--- config.mk ---
export PLATFORM = sky130hd
export DESIGN_NAME = dict_stream_scheduler
export DESIGN_NICKNAME = d
export VERILOG_FILES = /design/src/rtl/dict_stream_scheduler.sv
export SDC_FILE = /design/constraint.sdc
export NUM_CORES = 1
export LEC_CHECK = 0
export BUFFER_PORTS_ARGS = -buffer_cell sky130_fd_sc_hd__buf_2
export CAP_MARGIN = 0
export CORE_ASPECT_RATIO = 2
export CORE_MARGIN = 2
export CORE_UTILIZATION = 55
export DETAILED_ROUTE_END_ITERATION = 12
export PLACE_DENSITY_LB_ADDON = 0.2
export RECOVER_POWER = 25
export SETUP_SLACK_MARGIN = 0.15
export SLEW_MARGIN = 20
export SYNTH_ARGS = -nofsm -noshare
export SYNTH_HDL_FRONTEND = slang
export SYNTH_SLANG_ARGS = --single-unit
--- constraint.sdc ---
create_clock -name clk -period 3.3 [get_ports clk]
set_clock_uncertainty 0.1 [all_clocks]
set_input_delay 0.825 -clock clk [delete_from_list [all_inputs] [get_ports clk]]
set_output_delay 0.825 -clock clk [all_outputs]
set_load 0.02 [all_outputs]
--- src/rtl/dict_stream_scheduler.sv ---
// Sequencing controller for the dictionary decompressor: buffers codebook indices
// in a small FIFO, loads them back-to-back and re-exports the serial bitstream.
module dict_stream_scheduler #(
    parameter int CHUNK_SIZE    = 8,
    parameter int CODEBOOK_SIZE = 16,
    parameter int INDEX_BITS    = $clog2(CODEBOOK_SIZE),
    parameter int FIFO_DEPTH    = 4
) (
    input  logic                  clk,
    input  logic                  rst,
    input  logic [INDEX_BITS-1:0] in_index,
    input  logic                  in_last,
    input  logic                  in_valid,
    output logic                  in_ready,
    output logic [INDEX_BITS-1:0] dec_index,
    output logic                  dec_load,
    output logic                  dec_shift_enable,
    input  logic                  dec_serial_out,
    input  logic                  dec_shift_done,
    output logic                  out_bit,
    output logic                  out_valid,
    input  logic                  out_ready,
    output logic                  out_chunk_end,
    output logic                  out_frame_end,
    output logic [15:0]           chunk_count,
    output logic                  sync_err,
    output logic                  busy
);

    localparam int PTR_W = $clog2(FIFO_DEPTH);
    localparam int BIT_W = $clog2(CHUNK_SIZE);
    localparam logic [BIT_W-1:0] LAST_BIT = BIT_W'(CHUNK_SIZE - 1);
    localparam logic [BIT_W-1:0] BIT_ONE  = BIT_W'(1);
    localparam logic [PTR_W:0]   PTR_ONE  = (PTR_W + 1)'(1);

    typedef enum logic {
        IDLE,
        SHIFT
    } state_e;

    // ------------------------------------------------------------------
    // Index FIFO: entries are {last, index}; wrap bit separates full/empty.
    // ------------------------------------------------------------------
    logic [INDEX_BITS:0] fifo_mem_q [FIFO_DEPTH];
    logic [PTR_W:0]      wr_ptr_q, wr_ptr_d;
    logic [PTR_W:0]      rd_ptr_q, rd_ptr_d;
    logic                fifo_empty;
    logic                fifo_full;
    logic                push;
    logic                pop;
    logic [INDEX_BITS:0] head;

    assign fifo_empty = (wr_ptr_q == rd_ptr_q);
    assign fifo_full  = (wr_ptr_q[PTR_W] != rd_ptr_q[PTR_W]) &&
                        (wr_ptr_q[PTR_W-1:0] == rd_ptr_q[PTR_W-1:0]);
    assign in_ready   = !fifo_full && !rst;
    assign push       = in_valid && in_ready;
    assign head       = fifo_mem_q[rd_ptr_q[PTR_W-1:0]];
    assign dec_index  = head[INDEX_BITS-1:0];
    assign wr_ptr_d   = push ? (wr_ptr_q + PTR_ONE) : wr_ptr_q;
    assign rd_ptr_d   = pop  ? (rd_ptr_q + PTR_ONE) : rd_ptr_q;

    // NOTE: storage has no reset; the pointers alone define which entries are live.
    always_ff @(posedge clk) begin
        if (push) begin
            fifo_mem_q[wr_ptr_q[PTR_W-1:0]] <= {in_last, in_index};
        end
    end

    // ------------------------------------------------------------------
    // Chunk sequencing FSM
    // ------------------------------------------------------------------
    state_e           state_q, state_d;
    logic [BIT_W-1:0] bit_idx_q, bit_idx_d;
    logic             frame_last_q, frame_last_d;
    logic [15:0]      chunk_count_q, chunk_count_d;
    logic             sync_err_q, sync_err_d;
    logic             final_bit;

    assign final_bit = (bit_idx_q == LAST_BIT);

    // NOTE: sequential state uses non-blocking assignments only; all next-state
    // values are computed in the combinational process below.
    always_ff @(posedge clk) begin
        if (rst) begin
            state_q       <= IDLE;
            bit_idx_q     <= '0;
            frame_last_q  <= 1'b0;
            chunk_count_q <= '0;
            sync_err_q    <= 1'b0;
            wr_ptr_q      <= '0;
            rd_ptr_q      <= '0;
        end else begin
            state_q       <= state_d;
            bit_idx_q     <= bit_idx_d;
            frame_last_q  <= frame_last_d;
            chunk_count_q <= chunk_count_d;
            sync_err_q    <= sync_err_d;
            wr_ptr_q      <= wr_ptr_d;
            rd_ptr_q      <= rd_ptr_d;
        end
    end

    // NOTE: every output of this block gets a default first so no latch is inferred.
    always_comb begin
        state_d          = state_q;
        bit_idx_d        = bit_idx_q;
        frame_last_d     = frame_last_q;
        chunk_count_d    = chunk_count_q;
        pop              = 1'b0;
        dec_load         = 1'b0;
        dec_shift_enable = 1'b0;
        out_valid        = 1'b0;

        unique case (state_q)
            IDLE: begin
                if (!fifo_empty) begin
                    dec_load      = 1'b1;
                    pop           = 1'b1;
                    frame_last_d  = head[INDEX_BITS];
                    bit_idx_d     = '0;
                    chunk_count_d = chunk_count_q + 16'd1;
                    state_d       = SHIFT;
                end
            end
            SHIFT: begin
                out_valid = 1'b1;
                if (out_ready) begin
                    if (!final_bit) begin
                        dec_shift_enable = 1'b1;
                        bit_idx_d        = bit_idx_q + BIT_ONE;
                    end else if (!fifo_empty) begin
                        // Reload on the last bit so the next MSB follows with no bubble.
                        dec_load      = 1'b1;
                        pop           = 1'b1;
                        frame_last_d  = head[INDEX_BITS];
                        bit_idx_d     = '0;
                        chunk_count_d = chunk_count_q + 16'd1;
                    end else begin
                        dec_shift_enable = 1'b1;
                        state_d          = IDLE;
                    end
                end
            end
            default: state_d = IDLE;
        endcase

        sync_err_d = sync_err_q || ((state_q == SHIFT) && dec_shift_done);
    end

    assign out_bit       = (state_q == SHIFT) && dec_serial_out;
    assign out_chunk_end = (state_q == SHIFT) && final_bit;
    assign out_frame_end = out_chunk_end && frame_last_q;
    assign chunk_count   = chunk_count_q;
    assign sync_err      = sync_err_q;
    assign busy          = !fifo_empty || (state_q == SHIFT);

    // ------------------------------------------------------------------
    // Protocol invariants
    // ------------------------------------------------------------------
    a_load_shift_exclusive : assert property (
        @(posedge clk) disable iff (rst) !(dec_load && dec_shift_enable));

    a_no_overflow : assert property (
        @(posedge clk) disable iff (rst) fifo_full |-> !push);

    a_hold_under_backpressure : assert property (
        @(posedge clk) disable iff (rst)
        (out_valid && !out_ready) |-> (!dec_shift_enable && !dec_load));

endmodule

Word level (Yosys, flattened, before mapping)

Memory sizes are Yosys's and may differ from the RTL's. A register that Yosys moved wholly into a read port is not among the register bits.
Index checks and enable logic that the tools add are counted.

Bits in registers: 28
Latch bits: 0
Bits in writable memories: 20
Bits in read-only memories: 0
Input bits: 11
Output and inout bits: 29
Logic and storage cells: 60
Memories: 1

Memories:

| name       | words | bits a word | read ports | clocked after Yosys merged registers in | wr ports | RTL line | RTL |
|---|---|---|---|---|---|---|---|
| fifo_mem_q | 4     | 5           | 1          | 1                                       | 1        | 44       | `logic [INDEX_BITS:0] fifo_mem_q [FIFO_DEPTH];` |

Add/subtract/negate cells: 4
Multipliers: 0
Div/mod/pow operators: 0
$lt $le $gt $ge: 0
Equal/unequal tests: 6
Shift operators: 0
Mux-type cells: 28
Bitwise logic cells: 1
Reductions and logical operators: 13

Operators with widths:

| cell                    | number |
|---|---|
| $mux W16                | 3 |
| $pmux W16 S2            | 1 |
| $add A16 B1 Y16 const B | 1 |
| $mux W1                 | 15 |
| $add A3 B1 Y3 const B   | 3 |
| $mux W3                 | 3 |
| $logic_and A1 B1 Y1     | 7 |
| $pmux W1 S2             | 3 |
| $pmux W3 S2             | 1 |
| $mux W2                 | 2 |
| $eq A3 B3 Y1            | 1 |
| $eq A3 B3 Y1 const B    | 1 |
| $logic_not A1 Y1        | 3 |
| $eq A2 B2 Y1            | 1 |
| $logic_or A1 B1 Y1      | 2 |
| $ne A2 B1 Y1 const B    | 1 |
| $ne A2 B2 Y1 const B    | 1 |
| $reduce_and A2 Y1       | 1 |
| $ne A1 B1 Y1            | 1 |
| $not A1 Y1              | 1 |

Depth between registers and ports, before layout

Gate-level depths: netlist of run 1.

Word-level depth: 7
Gate-level depth with buffers: 8
Depth with buffers taken out: 6

Least setup slack after synthesis of run 1

No wires, ideal clock.

Path kind: input to output
Start: input out_ready
End: output dec_load
Data arrival time: 1.657 ns
Data required time: 2.375 ns
Setup slack: 0.718 ns
Stages on the path: 5
Cells stage by stage: a21bo_2 -> o31ai_1 -> buf_2 -> buf_2 -> inv_1

Word-level cells in the longest chain between the ends: 2

Ends and longest elaborated chain:

| what            | RTL line | RTL |
|---|---|---|
| start, declared | 22       | `input logic out_ready,` |
| $mux W1         | 128      | `if (out_ready) begin` |
| $pmux W1 S2     | 115      | `unique case (state_q)` |
| end, declared   | 16       | `output logic dec_load,` |

No other way between the ends.

Worst setup path after layout of run 1

Start: register wr_ptr_q[0]
End: output dec_shift_enable

Word-level cells in the longest chain between the ends: 5

Ends and longest elaborated chain:

| what                   | RTL line | RTL |
|---|---|---|
| start, declared        | 45       | `logic [PTR_W:0] wr_ptr_q, wr_ptr_d;` |
| start signal, assigned | 99       | `wr_ptr_q <= wr_ptr_d;` |
| $eq A3 B3 Y1           | 53       | `assign fifo_empty = (wr_ptr_q == rd_ptr_q);` |
| $mux W1                | 132      | `end else if (!fifo_empty) begin` |
| $mux W1                | 129      | `if (!final_bit) begin` |
| $mux W1                | 128      |  |
| $mux W1                | 115      |  |
| end, declared          | 17       | `output logic dec_shift_enable,` |

No other way between the ends.

==> metrics, run 1 <==
status=completed; Syn Area/Cell=11.1 µm²; Max VDD drop=0.602 mV; Layout fillers=341; area of the multi-input gates=946 µm²; crit path kind=flip-flop to output port; post-CTS sizing=0; post-route ant nets=0; f_max=360 MHz; # IOs=40; commonest non-fill, non-tap cell in the layout=buf_2; Post-CTS Setup Inserts=0; Top delay family on crit path=buffers and inverters; PD cells=657 mW/mm²; placed cell count=282; mapped cell area=0.00225 mm²; Tot Pwr=1.69 mW; global route overflow=0; Yosys warnings=0; Remaining DRCs=0; largest cells by area after synthesis=dfxtp_1, edfxtp_1, mux4_2; Netlist cell types=35; Slew HR=0.532; Synth top area share=0.267; max-cap viol count=0; Initial Util=0.579; DRT Wirelength=4.18 mm; wire per inst=14.4 µm; Worst setup SP type=flip-flop; H-tree depth=2; RSZ-0062 raised after global routing=no; Mapped Cells=203; Critical Path Max Stage Delay=0.49 ns; sequential area share after synthesis=0.534; via count=1594; Static Leak=1.00 nW; Min Clock Period, post-route=2.78 ns; Slew @ Worst Pin=0.697 ns; arrival time worst endpoint=1.85 ns; first-pass GRT wire length=6.82 mm; antenna violations before repair=0; Core ar.=0.00388 mm²; worst-case reg-to-reg path depth=7; Crit path buffers/inverters=3; DRT iter0 DRCs=19; n_diodes=0; clk root buf=clkbuf_8; gpl congestion=0.789; top cell type by total area after synthesis=dfxtp_1; Worst path depth=6; post-synth net total=222; total track usage=0.196; Worst-path clk slew=0.10 ns; worst hold-check path type=flip-flop to flip-flop; Finished Core Util=0.663; vias in the first global route=1518; height of the die=94.4 µm; largest net degree at the start of global routing=35; most frequent cells in the layout=buf_2, dfxtp_1, edfxtp_1; number of I/O port buffers=39; hold path depth=2; hold_buf cts=0; Finished Layout Cells=290; CTS tree=built; total iterations of the first detailed-routing run=5; clock sinks=50; final setup fails=0; CTS Buf Count=5; CP max stage cell=dfxtp_1; fin crit share=0.842; num rows=32; Seq cells post-synth=50; layout cells sized above 1=0.222; critical path cell sequence=xor2_1, nor3_1, clkbuf_1, inv_1, a21oi_1, buf_2; Pins Over Slew Limit=0; CP endpoint kind=output port; FF-to-FF setup slack=1.10 ns; Clk Latency, worst-skew pair=0.31 ns; die area=0.00465 mm²; Via density=5.50; Final #Nets=257; Seq. cell area=0.00120 mm²; HPWL Detailed=3.19 mm; setup TNS=0 ns; Area Overhead vs Synth=14.6%; CTS max path bufs=2; DIE WIDTH=49.2 µm; final hold viol count=0; Required @ worst endpoint=2.37 ns; maximum fanout along the worst path=6
==> cell type report <==
cell class | count | share of cell area
repair buffers | 42 | 0.0806
clock buffers | 5 | 0.0267
flip-flops and latches | 50 | 0.466
multi-input cells | 127 | 0.367
well taps | 51 | 0.0248
clock inverters | 3 | 0.0170
inverters | 12 | 0.0175
==> per-stage QoR <==
step           instance area (µm²)  worst slack, ns  hold WS, ns
2_1_floorplan                 2250            0.718        0.355
3_3_place_gp                  2470            0.802        0.360
3_5_place_dp                  2470            0.740        0.373
4_1_cts                       2590            0.659        0.394
5_1_grt                       2580            0.333        0.415
6_report                      2580            0.521        0.382
==> path summary, 6_finish.rpt <==
check	start	end
worst min-delay path	sync_err$_SDFF_PP0_	sync_err$_SDFF_PP0_
worst max-delay path	wr_ptr_q[0]$_SDFFE_PP0N_	dec_shift_enable
worst max register to register	bit_idx_q[0]$_SDFFE_PP0P_	chunk_count[15]$_SDFFE_PP0P_
worst min register to register	sync_err$_SDFF_PP0_	sync_err$_SDFF_PP0_
==> registers in the layout, indices dropped and copies added, names as in the netlist, named ones only <==
register,count
state_q,1
sync_err,1
fifo_mem_q,20
wr_ptr_q,3
bit_idx_q,3
chunk_count,16
frame_last_q,1
rd_ptr_q,3
==> per-layer routing <==
metal / global-route usage / routed length, µm
met5: 0 / 0
met4: 0.0786 / 74
met3: 0.0380 / 120
met2: 0.395 / 2510
met1: 0.185 / 1470
==> logic make-up (layout without fill, tap and decap cells) <==
| logic type | count (synthesis) | after routing | share of synthesized area |
|---|---|---|---|
| and+or+nand+nor | 58 | 58 | 0.139 |
| DFF | 50 | 50 | 0.534 |
| AOI/OAI and AO/OA | 41 | 41 | 0.116 |
| buffers and inverters | 26 | 62 | 0.0512 |
| xor gates and xnor gates | 10 | 10 | 0.0423 |
| muxes | 10 | 10 | 0.0729 |
| adders and majority gates | 8 | 8 | 0.0445 |
==> synthesized netlist by cell type, drive strengths merged <==
| cell type | n |
|---|---|
| dfxtp | 30 |
| edfxtp | 20 |
| a21oi | 16 |
| nor2 | 15 |
| inv | 12 |
| o31ai | 10 |
| clkbuf | 8 |
| ha | 8 |
| or4 | 8 |
| nand2 | 7 |
| buf | 6 |
| nand3 | 6 |
| xor2 | 6 |
| and2 | 5 |
| mux4 | 5 |
| o21ai | 5 |
| or3 | 5 |
| mux2i | 4 |
| xnor2 | 4 |
| a32oi | 3 |
| and3 | 3 |
| nand2b | 3 |
| a311oi | 2 |
| nand4 | 2 |
| o22ai | 2 |
| a21bo | 1 |
| a31oi | 1 |
| and4 | 1 |
| mux2 | 1 |
| nor2b | 1 |
| nor3 | 1 |
| nor4 | 1 |
| o311ai | 1 |
==> where the power goes <==
part           internal [mW]  leakage (nW)  switching [mW]
registers              0.695         0.425          0.0752
logic                  0.197         0.520           0.296
clock network          0.227        0.0585           0.202
==> worst register-to-register path: stages, from the launching register on <==
cell and delay (ns):
dfxtp_1 0.39, ha_1 0.17, ha_1 0.24, a21bo_2 0.20, o31ai_4 0.08, buf_4 0.24, nor4_1 0.33, mux2_2 0.37
(Power assumes the default switching activity.)
==> inputs of run 2 (changes only) <==
Settings changed: CORE_UTILIZATION 55 to 49.
Clock period 3.3 ns to 2.35 ns, I/O delays scaled along.
==> metrics, run 2 (same netlist as run 1, synthesis figures left out) <==
status=completed; worst hold-check path type=flip-flop to flip-flop; setup TNS=0 ns (unchanged); placed cell count=292 (+3.5%); Remaining DRCs=0 (unchanged); commonest non-fill, non-tap cell in the layout=buf_2; H-tree depth=2 (unchanged); Max VDD drop=0.698 mV (+16%); total track usage=0.191 (-0.00570); hold_buf cts=0 (unchanged); Required @ worst endpoint=1.66 ns (-0.71 ns); metal2 WL=2.82 mm (+12%); final hold viol count=0 (unchanged); DP Area=0.00253 mm² (+2.3%); CTS Buf Count=5 (unchanged); # IOs=40 (unchanged); fin crit share=0.933; critical path cell sequence=ha_2, ha_4, a21bo_4, o31ai_4, inv_1, buf_6; first-pass GRT wire length=7.38 mm (+8.1%); Place WS=0.140 ns (-0.599 ns); Via density=5.57 (+1.3%); PD cells=893 mW/mm² (+36%); final non-filler cell area=0.00277 mm² (+7.5%); CP max stage cell=dfxtp_2; Layout fillers=371 (+8.8%); Area Overhead vs Synth=23.2%; number of I/O port buffers=39 (unchanged); Slew @ Worst Pin=0.977 ns (+0.280 ns); DIE WIDTH=51.9 µm (+5.5%); Hold Slack=0.380 ns (-0.00192 ns); height of the die=99.8 µm (+5.7%); clk root buf=clkbuf_8; gpl congestion=0.835 (+5.9%); layout cells sized above 1=0.303 (+0.0814); Pins Over Slew Limit=0 (unchanged); Finished Core Util=0.632 (-0.0311); crit path kind=flip-flop to output port; DRT Wirelength=4.73 mm (+13%); wire per inst=15.4 µm (+6.5%); CTS max path bufs=2 (unchanged); RSZ-0062 raised after global routing=yes; M1 WL=1.66 mm (+12%); f_max=456 MHz; arrival time worst endpoint=1.50 ns (-0.35 ns); Worst-path clk slew=0.09 ns (about the same); HPWL Detailed=3.38 mm (+5.8%); Min Clock Period, post-route=2.19 ns; Static Leak=1.06 nW (+5.4%); max-cap viol count=0 (unchanged); FF-to-FF setup slack=0.26 ns (-0.84 ns); die area=0.00518 mm² (+11%); Worst setup SP type=flip-flop; global route overflow=0 (unchanged); clock sinks=50 (unchanged); Core ar.=0.00438 mm² (+13%); final setup fails=0 (unchanged); Finished Layout Cells=308 (+6.2%); Final #Nets=272 (+5.8%); total iterations of the first detailed-routing run=5 (unchanged); post-route ant nets=0 (unchanged); Critical Path Max Stage Delay=0.34 ns (-0.15 ns); most frequent cells in the layout=buf_2, dfxtp_1, edfxtp_1; met3 WL=136 µm (+13%); num rows=34 (+6.3%); Tot Pwr=2.47 mW (+46%); CTS tree=built; setup ws final=0.158 ns (-0.364 ns); vias in the first global route=1660 (+9.4%); max reg flops=20 (unchanged); largest net degree at the start of global routing=23 (-34%); Slew HR=0.348 (-0.183); CP endpoint kind=output port; Max Used Layer=met4; maximum fanout along the worst path=4 (-2); Initial Util=0.513 (-0.0658); antenna violations before repair=0 (unchanged); Clk Latency, worst-skew pair=0.30 ns (about the same); n_diodes=0 (unchanged); via count=1715 (+7.6%); DRT iter0 DRCs=19 (unchanged)
## run 2: cell count changes in the layout (fill, tap and decap cells not counted), moves of 2 or more
cell / delta
xor2_1: -2
ha_1: -2
dfxtp_1: -7
clkbuf_1: +3
buf_2: -5
buf_4: +14
xor2_4: +2
buf_6: +3
dfxtp_4: +4
dfxtp_2: +3
## run 2: where the power goes
part	internal, mW	switching, mW	leakage (nW)	total [mW]
Clock	0.203	0.273	0.0377	0.476
Sequential	0.980	0.104	0.429	1.08
Combinational	0.422	0.491	0.590	0.913
## run 2: path summary, 6_finish.rpt
kind                                           startpoint                     endpoint  cells after the start
worst min register to register        sync_err$_SDFF_PP0_          sync_err$_SDFF_PP0_                      2
worst max-delay path            bit_idx_q[0]$_SDFFE_PP0P_                     dec_load                      6
worst min-delay path                  sync_err$_SDFF_PP0_          sync_err$_SDFF_PP0_                      2
worst max register to register  bit_idx_q[0]$_SDFFE_PP0P_  chunk_count[8]$_SDFFE_PP0P_                      8
## run 2: final cells by class
cell class,instances,area (µm²),area share
clock buffer,5,68.8,0.0248
clock inverter,3,16.3,0.00587
inverter,12,45.0,0.0163
multi-input combinational,127,1020,0.368
sequential,50,1220,0.440
tap,54,67.6,0.0244
timing repair buffer,57,333,0.120
## run 2: critical path: cells and delay by family (launching register included)
kind	cells	cell delay, ns
flops	1	0.34
compound gates	2	0.29
fa+ha+maj	2	0.36
buf+inv	2	0.21
## run 2: routing by layer
metal	vias to the layer above	global-route usage
li1	840	-
met1	828	0.181
met2	37	0.370
met3	10	0.0327
met4	0	0.0870
met5	-	0
## run 2: repair_timing
item | CTS | global route
buffers inserted | 2 | 6
pin swaps | 2 | 5
gates resized for setup | 6 | 21
endpoints found under the setup margin | 7 | 9
gates cloned | 0 | 0
endpoints found under the hold margin | 0 | 0
